===== config.mk =====
export PLATFORM = sky130hd
export DESIGN_NAME = gf180mcu_as_sc_mcu7t3v3__cell_bist
export DESIGN_NICKNAME = d
export VERILOG_FILES = /design/src/rtl/gf180mcu_as_sc_mcu7t3v3__cell_bist.sv
export SDC_FILE = /design/constraint.sdc
export NUM_CORES = 1
export LEC_CHECK = 0
export CORE_UTILIZATION = 48
export DETAILED_ROUTE_END_ITERATION = 8
export PLACE_DENSITY = 0.86
export SETUP_SLACK_MARGIN = 0.2
export SYNTH_ARGS = -nofsm -noshare
export SYNTH_HDL_FRONTEND = slang
export SYNTH_SLANG_ARGS = --single-unit

===== constraint.sdc =====
create_clock -name CLK -period 2.65 [get_ports CLK]
set_input_delay 0.53 -clock CLK [delete_from_list [all_inputs] [get_ports CLK]]
set_output_delay 0.53 -clock CLK [all_outputs]
set_load 0.05 [all_outputs]

===== src/rtl/gf180mcu_as_sc_mcu7t3v3__cell_bist.sv =====
`default_nettype none
// ============================================================================
// Module  : gf180mcu_as_sc_mcu7t3v3__cell_bist
// Brief   : Exhaustive-vector driver/checker for one combinational cell, with
//           truth-table compare and 16-bit MISR compaction of the response.
// Revision: 1.0 - initial release
// ============================================================================
module gf180mcu_as_sc_mcu7t3v3__cell_bist #(
    parameter int NIN    = 4,
    parameter int SETTLE = 2
) (
    input  logic                  CLK,
    input  logic                  RN,
    input  logic                  START,
    input  logic                  ABORT,
    input  logic [(2**NIN)-1:0]   TRUTH,
    output logic [NIN-1:0]        STIM,
    input  logic                  RESP,
    output logic                  BUSY,
    output logic                  DONE,
    output logic                  PASS,
    output logic [NIN:0]          ERR_CNT,
    output logic [NIN-1:0]        FAIL_IDX,
    output logic [15:0]           SIG
);

    localparam logic [3:0]     c_SETTLE   = 4'(SETTLE);
    localparam logic [NIN-1:0] c_LAST     = NIN'((2**NIN) - 1);
    localparam logic [NIN-1:0] c_STIM_ONE = NIN'(1);
    localparam logic [NIN:0]   c_ERR_ONE  = (NIN+1)'(1);
    localparam logic [15:0]    c_POLY     = 16'h1021;
    localparam logic [15:0]    c_SEED     = 16'hFFFF;

    typedef enum logic [1:0] {
        S_IDLE = 2'd0,
        S_WAIT = 2'd1,
        S_CAPT = 2'd2,
        S_DONE = 2'd3
    } state_t;

    state_t         r_state, w_state_nxt;
    logic [NIN-1:0] r_stim, w_stim_nxt;
    logic           r_busy, w_busy_nxt;
    logic           r_done, w_done_nxt;
    logic           r_pass, w_pass_nxt;
    logic [NIN:0]   r_err_cnt, w_err_cnt_nxt;
    logic [NIN-1:0] r_fail_idx, w_fail_idx_nxt;
    logic [15:0]    r_sig, w_sig_nxt;
    logic [3:0]     r_cnt, w_cnt_nxt;

    logic           w_mismatch;
    logic [15:0]    w_sig_step;
    // With zero settle time every vector is captured back-to-back in CAPT.
    state_t         w_vec_state;

    assign w_mismatch  = (RESP != TRUTH[r_stim]);
    assign w_sig_step  = {r_sig[14:0], 1'b0} ^ (r_sig[15] ? c_POLY : 16'h0000)
                         ^ {15'b0, RESP};
    assign w_vec_state = (c_SETTLE == 4'd0) ? S_CAPT : S_WAIT;

    always_ff @(posedge CLK) begin
        if (!RN) begin
            r_state    <= S_IDLE;
            r_stim     <= '0;
            r_busy     <= 1'b0;
            r_done     <= 1'b0;
            r_pass     <= 1'b0;
            r_err_cnt  <= '0;
            r_fail_idx <= '0;
            r_sig      <= 16'h0000;
            r_cnt      <= 4'd0;
        end else begin
            r_state    <= w_state_nxt;
            r_stim     <= w_stim_nxt;
            r_busy     <= w_busy_nxt;
            r_done     <= w_done_nxt;
            r_pass     <= w_pass_nxt;
            r_err_cnt  <= w_err_cnt_nxt;
            r_fail_idx <= w_fail_idx_nxt;
            r_sig      <= w_sig_nxt;
            r_cnt      <= w_cnt_nxt;
        end
    end

    always_comb begin
        w_state_nxt    = r_state;
        w_stim_nxt     = r_stim;
        w_busy_nxt     = r_busy;
        w_done_nxt     = r_done;
        w_pass_nxt     = r_pass;
        w_err_cnt_nxt  = r_err_cnt;
        w_fail_idx_nxt = r_fail_idx;
        w_sig_nxt      = r_sig;
        w_cnt_nxt      = r_cnt;

        case (r_state)
            S_IDLE, S_DONE: begin
                if (START) begin
                    w_state_nxt    = w_vec_state;
                    w_stim_nxt     = '0;
                    w_busy_nxt     = 1'b1;
                    w_done_nxt     = 1'b0;
                    w_pass_nxt     = 1'b0;
                    w_err_cnt_nxt  = '0;
                    w_fail_idx_nxt = '0;
                    w_sig_nxt      = c_SEED;
                    w_cnt_nxt      = c_SETTLE;
                end else if (r_state == S_DONE) begin
                    // Results are published one cycle after the last capture.
                    w_done_nxt = 1'b1;
                    w_busy_nxt = 1'b0;
                    w_pass_nxt = (r_err_cnt == '0);
                end
            end

            S_WAIT: begin
                if (ABORT) begin
                    w_state_nxt = S_IDLE;
                    w_stim_nxt  = '0;
                    w_busy_nxt  = 1'b0;
                end else if (r_cnt <= 4'd1) begin
                    w_state_nxt = S_CAPT;
                end else begin
                    w_cnt_nxt = r_cnt - 4'd1;
                end
            end

            S_CAPT: begin
                if (ABORT) begin
                    w_state_nxt = S_IDLE;
                    w_stim_nxt  = '0;
                    w_busy_nxt  = 1'b0;
                end else begin
                    if (w_mismatch) begin
                        w_err_cnt_nxt = r_err_cnt + c_ERR_ONE;
                        if (r_err_cnt == '0)
                            w_fail_idx_nxt = r_stim;
                    end
                    w_sig_nxt = w_sig_step;
                    if (r_stim == c_LAST) begin
                        w_state_nxt = S_DONE;
                    end else begin
                        w_stim_nxt  = r_stim + c_STIM_ONE;
                        w_cnt_nxt   = c_SETTLE;
                        w_state_nxt = w_vec_state;
                    end
                end
            end

            default: w_state_nxt = S_IDLE;
        endcase
    end

    assign STIM     = r_stim;
    assign BUSY     = r_busy;
    assign DONE     = r_done;
    assign PASS     = r_pass;
    assign ERR_CNT  = r_err_cnt;
    assign FAIL_IDX = r_fail_idx;
    assign SIG      = r_sig;

endmodule
`default_nettype wire

==> results of run 1 <==
layout by cell type, fill, tap and decap left out, drive strengths merged, types with 3 or more instances in the layout:
cell type	netlist	layout
a21boi	4	4
a21oi	9	9
a22o	4	4
and2	5	5
buf	2	5
clkbuf	10	5
clkdlybuf4s50	0	51
dfxtp	38	38
ha	9	9
inv	8	8
mux2i	10	10
nand2	13	13
nand2b	4	4
nand3	8	8
nand4	3	3
nor2	12	12
nor2b	3	3
o21ai	17	17
o221a	16	16
xor2	4	4
per-layer routing:
metal  vias to the layer above  part of all wire (%)  track usage, %
met2                        52                    48           34.69
met1                       814                    46           28.69
met4                         0                  0.78           9.783
li1                        879                     -               -
met3                         4                   4.7           4.861
met5                         -                     0               0
area by class of cell:
type / instances / area (um2) / share of cell area [%]
well taps: 48 / 60.06 / 2.284
multi-input cells: 148 / 1107 / 42.10
repair buffers: 57 / 556.8 / 21.17
flip-flops and latches: 38 / 762.0 / 28.97
inverters: 8 / 30.03 / 1.142
clock buffers: 5 / 68.82 / 2.617
clock inverters: 3 / 45.04 / 1.713
stage by stage:
stage | power [mW] | hold slack [ps] | instance area, um2 | cells
2_1_floorplan | 1.140 | 476.3 | 1949 | 206
3_3_place_gp | 1.331 | 458.9 | 2511 | 299
3_5_place_dp | 1.340 | 461.9 | 2511 | 299
4_1_cts | 1.838 | 481.5 | 2624 | 307
5_1_grt | 1.912 | 502.2 | 2630 | 307
6_report | 1.829 | 480.4 | 2630 | 307
kinds of logic after synthesis:
family          after synthesis
simple gates                 59
fa+ha+maj                     9
mux                          12
buf+inv                      20
compound gates               64
flops                        38
xor+xnor                      4
how the worst min path moves through the flow:
| stage | from | end | slack (ps) |
|---|---|---|---|
| after CTS | BUSY | BUSY | 480 |
| after detailed placement | BUSY | BUSY | 460 |
| after global placement | BUSY | BUSY | 460 |
| after floorplan | r_cnt[2] | r_cnt[2] | 480 |
| final | BUSY | BUSY | 480 |
| after global routing | BUSY | BUSY | 500 |
synth_stat cells, types with 2 or more instances:
master / instances / area share (%)
mux2i_1: 10 / 5.1
nand3_1: 8 / 2.1
and2_1: 5 / 1.6
o21ai_0: 13 / 3.3
dfxtp_1: 38 / 39
nor2b_1: 3 / 0.96
xor2_1: 4 / 1.8
o21a_1: 2 / 0.77
a21oi_1: 9 / 2.3
nor3_1: 2 / 0.51
ha_1: 9 / 5.8
a22o_1: 4 / 1.8
clkbuf_1: 10 / 1.9
o21ai_1: 4 / 1.0
inv_1: 8 / 1.5
nand2b_1: 4 / 1.3
nor2_1: 12 / 2.3
o221a_2: 16 / 9.2
a21boi_0: 3 / 1.2
nand2_1: 13 / 2.5
mux4_2: 2 / 2.3
nand4_1: 3 / 0.96
power groups by stage:
stage | registers (mW) | logic [mW] | clock network (mW)
after floorplan | 0.893 | 0.247 | 0
after global placement | 0.709 | 0.622 | 0
after detailed placement | 0.711 | 0.629 | 0
after CTS | 0.699 | 0.634 | 0.505
after global routing | 0.709 | 0.675 | 0.527
final | 0.699 | 0.634 | 0.495
flip-flops by register name, indices dropped and copies added (netlist names):
register  cells
SIG          16
ERR_CNT       5
FAIL_IDX      4
STIM          4
r_cnt         4
r_state       2
BUSY          1
DONE          1
PASS          1
repair_timing:
action | in CTS | in global routing
pin swaps | 0 | 0
gates resized for setup | 1 | 2
cloned | 0 | 0
endpoints found under the setup margin | 1 | 8
tightest hold or removal path, stage by stage (launching register included):
cell	delay, ps
dfxtp_1	310
nand2_1	50
a21boi_0	70
==> summary.md, run 1 <==
| Metric | Value |
|---|---|
| Status | complete, no violations |
| Clock Power Share | 27.1% |
| RR Endpoint | STIM[2] |
| Initial antenna violation count | 0 |
| Worst-path maximum fanout | 15 |
| Pre-CTS WS | 106.5 ps |
| Max-slew violations | 0 |
| CTS Buf Count | 5 |
| Mapped cell area | 0.001949 mm2 |
| Synth Area per Inst | 9.463 um2 |
| Layout area overhead | 34.92% |
| WP data required | 2880 ps |
| Die area | 0.004320 mm2 |
| TritonCTS clock tree | built |
| Initial Util | 51.69% |
| Die Span Y | 65.73 um |
| Clock Tree Buf Depth | 2 |
| DR pass1 iterations | 4 |
| Die Span X | 65.73 um |
| Logic pwr share | 34.7% |
| Worst R2R Path Depth | 7 |
| Unrepaired setup endpoints after global routing | false |
| Worst slew pin tran | 654.8 ps |
| Reg-to-reg slack, setup | 410 ps |
| Max VDD drop | 0.3850 mV |
| Clk_skew | 5.735 ps |
| Vias per inst | 5.697 |
| Clock sinks | 38 |
| Gr ovfl total | 0 |
| PD cells | 695.2 mW/mm2 |
| DRT iter0 DRCs | 168 |
| Worst path slowest cell | dfxtp_1 |
| Switching Fraction | 36.14% |
| Fillers | 306 |
| CP cell instances | inv_1, ha_1, a41oi_1, o21ai_1, or2_1, or3b_1, a21boi_1 |
| Final Hold Viols | 0 |
| NumNets Final | 288 |
| CP bufs+invs | 1 |
| Critical Setup Path Class | flip-flop to flip-flop |
| WHS Path Cells | 2 |
| Post-synthesis mux area share | 7.445% |
| Netlist cell types | 46 |
| Synth Register Bits | 38 |
| CP startpoint kind | flip-flop |
| Vias in the first global route | 1535 |
| Cell Int Power | 1.168 mW |
| Main combinational cell family by area after synthesis | compound AO/OA/AOI/OAI gates |
| Register area share after synthesis | 39.02% |
| Worst Path Arrival | 2470 ps |
| Crit path to | STIM[2] |
| DRC | 0 |
| Slew headroom | 55.73% |
| Top FF cell, synth | dfxtp_1 |
| Minimum clock period after layout | 2238 ps |
| Vias | 1749 |
| Dpl hpwl | 3118 um |
| Seq pwr share | 38.2% |
| Number of synthesized flops with an enable pin | 0 |
| Fmax | 0.4469 GHz |
| Final setup vio count | 0 |
| CTS root buffer | clkbuf_8 |
| H-tree depth | 2 |
| Complex-gate fraction of the synthesized area | 25.55% |
| CP startpoint | r_state[0] |
| CP Capture Type | flip-flop |
| Hold_buf cts | 0 |
| R2R Path Start | r_state[0] |
| Core box area | 0.003771 mm2 |
| Worst path max stage delay | 410 ps |
| Post-synthesis simple-gate area fraction | 15.98% |
| Delay-heaviest family, CP | simple AND/OR/NAND/NOR gates |
| Routed Antenna Nets | 0 |
| First-pass GRT wire length | 7286 um |
| Antenna cells | 0 |
| Worst setup margin | 412.4 ps |
| XOR/XNOR Fraction of Synth Area | 1.797% |
| GRT Overall Usage | 22.09% |
| Lkg Pwr | 0.9808 nW |
| Detailed Route WL | 4497 um |
| Yosys Warn Count | 0 |
| Site row count | 22 |
| Fraction of registers with async set/reset | 0% |
| Layout cell share with drive strength beyond 1 | 13.51% |
| Setup TNS | 0 ps |
| Largest net degree at the start of global routing | 26 |
| Final Cycle Share | 84.44% |
| Clk_lat worst skew | 300 ps |
| Worst hold path type | flip-flop to flip-flop |
| Switch Pwr | 660.8 uW |
| Post-CTS setup repair buffer count | 0 |
| Cells after Synth | 206 |
| Post-synthesis adder-cell area fraction | 5.777% |
| Final core utilization | 69.74% |
| Number of port buffers | 52 |
| Worst path depth | 7 |
| Routed WL per cell | 14.65 um |
| GPL Wtd Cong | 0.8474 |
| Maxcap violations | 0 |
| CTS clk-pin slew, worst paths | 70 ps |
| Net Count, Synth | 236 |
| I/O pins | 53 |
Power figures use the tool's default switching activity.
==> run 2, diff against run 1 <==
==> constraint.sdc (replaced) <==
create_clock -name CLK -period 2.3 [get_ports CLK]
set_input_delay 0.46 -clock CLK [delete_from_list [all_inputs] [get_ports CLK]]
set_output_delay 0.46 -clock CLK [all_outputs]
set_load 0.05 [all_outputs]
==> summary.md, run 2 (synthesized netlist as in run 1, its figures left out) <==
| Metric | Value |
|---|---|
| Status | complete, no violations (unchanged) |
| Max VDD drop | 0.4737 mV (was 0.3850 mV) |
| Worst setup margin | 164.3 ps (was 412.4 ps) |
| Max FFs per register | 16 (unchanged) |
| Die Span Y | 65.73 um (unchanged) |
| Final core utilization | 73.36% (was 69.74%) |
| Antenna cells | 0 (unchanged) |
| First-pass GRT wire length | 7596 um (was 7286 um) |
| Final setup vio count | 0 (unchanged) |
| Vias | 1868 (was 1749) |
| Minimum clock period after layout | 2136 ps (was 2238 ps) |
| Worst slew pin tran | 673.0 ps (was 654.8 ps) |
| I/O pins | 53 (unchanged) |
| Worst hold path type | flip-flop to flip-flop (unchanged) |
| CTS clk-pin slew, worst paths | 80 ps (was 70 ps) |
| TritonCTS clock tree | built (unchanged) |
| Detailed Route WL | 4919 um (was 4497 um) |
| CP startpoint | STIM[0] (was r_state[0]) |
| PD cells | 809.0 mW/mm2 (was 695.2 mW/mm2) |
| Fmax | 0.4682 GHz (was 0.4469 GHz) |
| CP cell instances | buf_4, mux2i_1, mux4_2, mux2i_1, xor2_1, buf_4, buf_6, a21oi_1, nand3b_1 (was inv_1, ha_1, a41oi_1, o21ai_1, or2_1, or3b_1, a21boi_1) |
| Clock Tree Buf Depth | 2 (unchanged) |
| CTS root buffer | clkbuf_8 (unchanged) |
| Clk_lat worst skew | 300 ps (about the same) |
| Dpl hpwl | 3352 um (was 3118 um) |
| WP data required | 2490 ps (was 2880 ps) |
| Startpoint of the worst hold path | BUSY (unchanged) |
| Clk_skew | 4.159 ps (was 5.735 ps) |
| Routed WL per cell | 15.47 um (was 14.65 um) |
| Die area | 0.004320 mm2 (unchanged) |
| Largest net degree at the start of global routing | 31 (was 26) |
| Hold Path End | BUSY (unchanged) |
| DR pass1 iterations | 4 (unchanged) |
| CTS Buf Count | 5 (unchanged) |
| Pre-CTS WS | -166.4 ps (was 106.5 ps) |
| WHS Path Cells | 2 (unchanged) |
| Core box area | 0.003771 mm2 (unchanged) |
| Most frequent cells in the layout | dfxtp_1 (35), clkdlybuf4s50_1 (30), dlygate4sd2_1 (18) (was clkdlybuf4s50_1 (51), dfxtp_1 (37), o221a_2 (16)) |
| Layout area overhead | 41.91% (was 34.92%) |
| Routed Antenna Nets | 0 (unchanged) |
| Max-slew violations | 0 (unchanged) |
| Site row count | 22 (unchanged) |
| GPL Wtd Cong | 0.8292 (was 0.8474) |
| GRT Overall Usage | 23.66% (was 22.09%) |
| Most common cell after layout, fill and taps aside | dfxtp_1 (was clkdlybuf4s50_1) |
| Layout cell share with drive strength beyond 1 | 19.26% (was 13.51%) |
| Number of port buffers | 52 (unchanged) |
| DRT iter0 DRCs | 161 (was 168) |
| CP Capture Type | flip-flop (unchanged) |
| Initial Util | 51.69% (unchanged) |
| H-tree depth | 2 (unchanged) |
| Clock sinks | 38 (unchanged) |
| Fillers | 290 (was 306) |
| Worst path max stage delay | 440 ps (was 410 ps) |
| Reg-to-reg slack, setup | 160 ps (was 410 ps) |
| Vias per inst | 5.874 (was 5.697) |
| Unrepaired setup endpoints after global routing | true (was false) |
| Gr ovfl total | 0 (unchanged) |
| Worst path slowest cell | mux4_2 (was dfxtp_1) |
| Vias in the first global route | 1707 (was 1535) |
| Lkg Pwr | 1.166 nW (was 0.9808 nW) |
| NumNets Final | 299 (was 288) |
| Critical Setup Path Class | flip-flop to flip-flop (unchanged) |
| CP startpoint kind | flip-flop (unchanged) |
| R2R Path Start | STIM[0] (was r_state[0]) |
| DRC | 0 (unchanged) |
| Worst R2R Path Depth | 9 (was 7) |
| Worst Path Arrival | 2320 ps (was 2470 ps) |
| Maxcap violations | 0 (unchanged) |
| Initial antenna violation count | 0 (unchanged) |
| Worst-path maximum fanout | 7 (was 15) |
| RR Endpoint | ERR_CNT[4] (was STIM[2]) |
| Slew headroom | 54.50% (was 55.73%) |
| Die Span X | 65.73 um (unchanged) |
| Final Cycle Share | 92.86% (was 84.44%) |
| Final Hold Viols | 0 (unchanged) |
==> run 2: cell types whose count changed in the layout (fill, tap and decap cells not counted), sizes merged <==
| cell | delta |
|---|---|
| dlymetal6s2s | +4 |
| dlygate4sd2 | +17 |
| clkdlybuf4s50 | -21 |
| buf | +11 |
| clkbuf | +2 |
| clkinvlp | -2 |
==> run 2: area by class of cell <==
type / count / area, um2 / area share (%)
Timing Repair Buffer: 68 / 644.4 / 23.29
Tap cell: 48 / 60.06 / 2.171
Clock buffer: 7 / 107.6 / 3.890
Inverter: 8 / 30.03 / 1.085
Multi-Input combinational cell: 148 / 1127 / 40.75
Clock inverter: 1 / 30.03 / 1.085
Sequential cell: 38 / 767.0 / 27.73
==> run 2: repair_timing <==
action                                  in CTS  in global routing
endpoints found under the setup margin       8                 13
resized for setup                           20                 12
hold buffers                                 0                  0
cloned                                       1                  0
pin swaps                                    2                  5
buffers inserted                             1                  3
==> run 2: power by group <==
group	leakage (nW)	switching, mW	internal (mW)
clock network	0.0696	0.251	0.419
logic	0.782	0.458	0.304
registers	0.314	0.0714	0.735
==> run 2: how the worst max path moves through the flow <==
stage,to
after floorplan,FAIL_IDX[0]
after global placement,FAIL_IDX[3]
after detailed placement,FAIL_IDX[0]
after CTS,ERR_CNT[3]
after global routing,ERR_CNT[4]
final,ERR_CNT[4]
==> run 2: stage by stage <==
step	power, mW	hold WS, ps	cell area [um2]	instances	TNS [ps]
floorplan	1.313	476.3	1956	206	0
global placement	1.551	457.9	2562	305	-700.5
detailed placement	1.571	463.0	2562	305	-1003
CTS	2.232	477.3	2694	315	0
global route	2.333	513.7	2766	318	0
finish	2.238	476.9	2766	318	0
==> run 2: metal layers <==
metal / track usage (%) / up-vias / wire [um]
met1: 26.10 / 902 / 2080
met2: 41.45 / 55 / 2507
met4: 14.13 / 0 / 124
li1: - / 901 / -
met3: 4.514 / 10 / 207
met5: 0 / - / 0
==> run 2: critical path, delay by kind of cell, from the launching register on <==
kind,cells,cell delay [ps]
buffers and inverters,3,450
multiplexers,3,720
AO/OA/AOI/OAI,1,60
AND/OR/NAND/NOR,1,160
flip-flops,1,350
XOR/XNOR,1,270
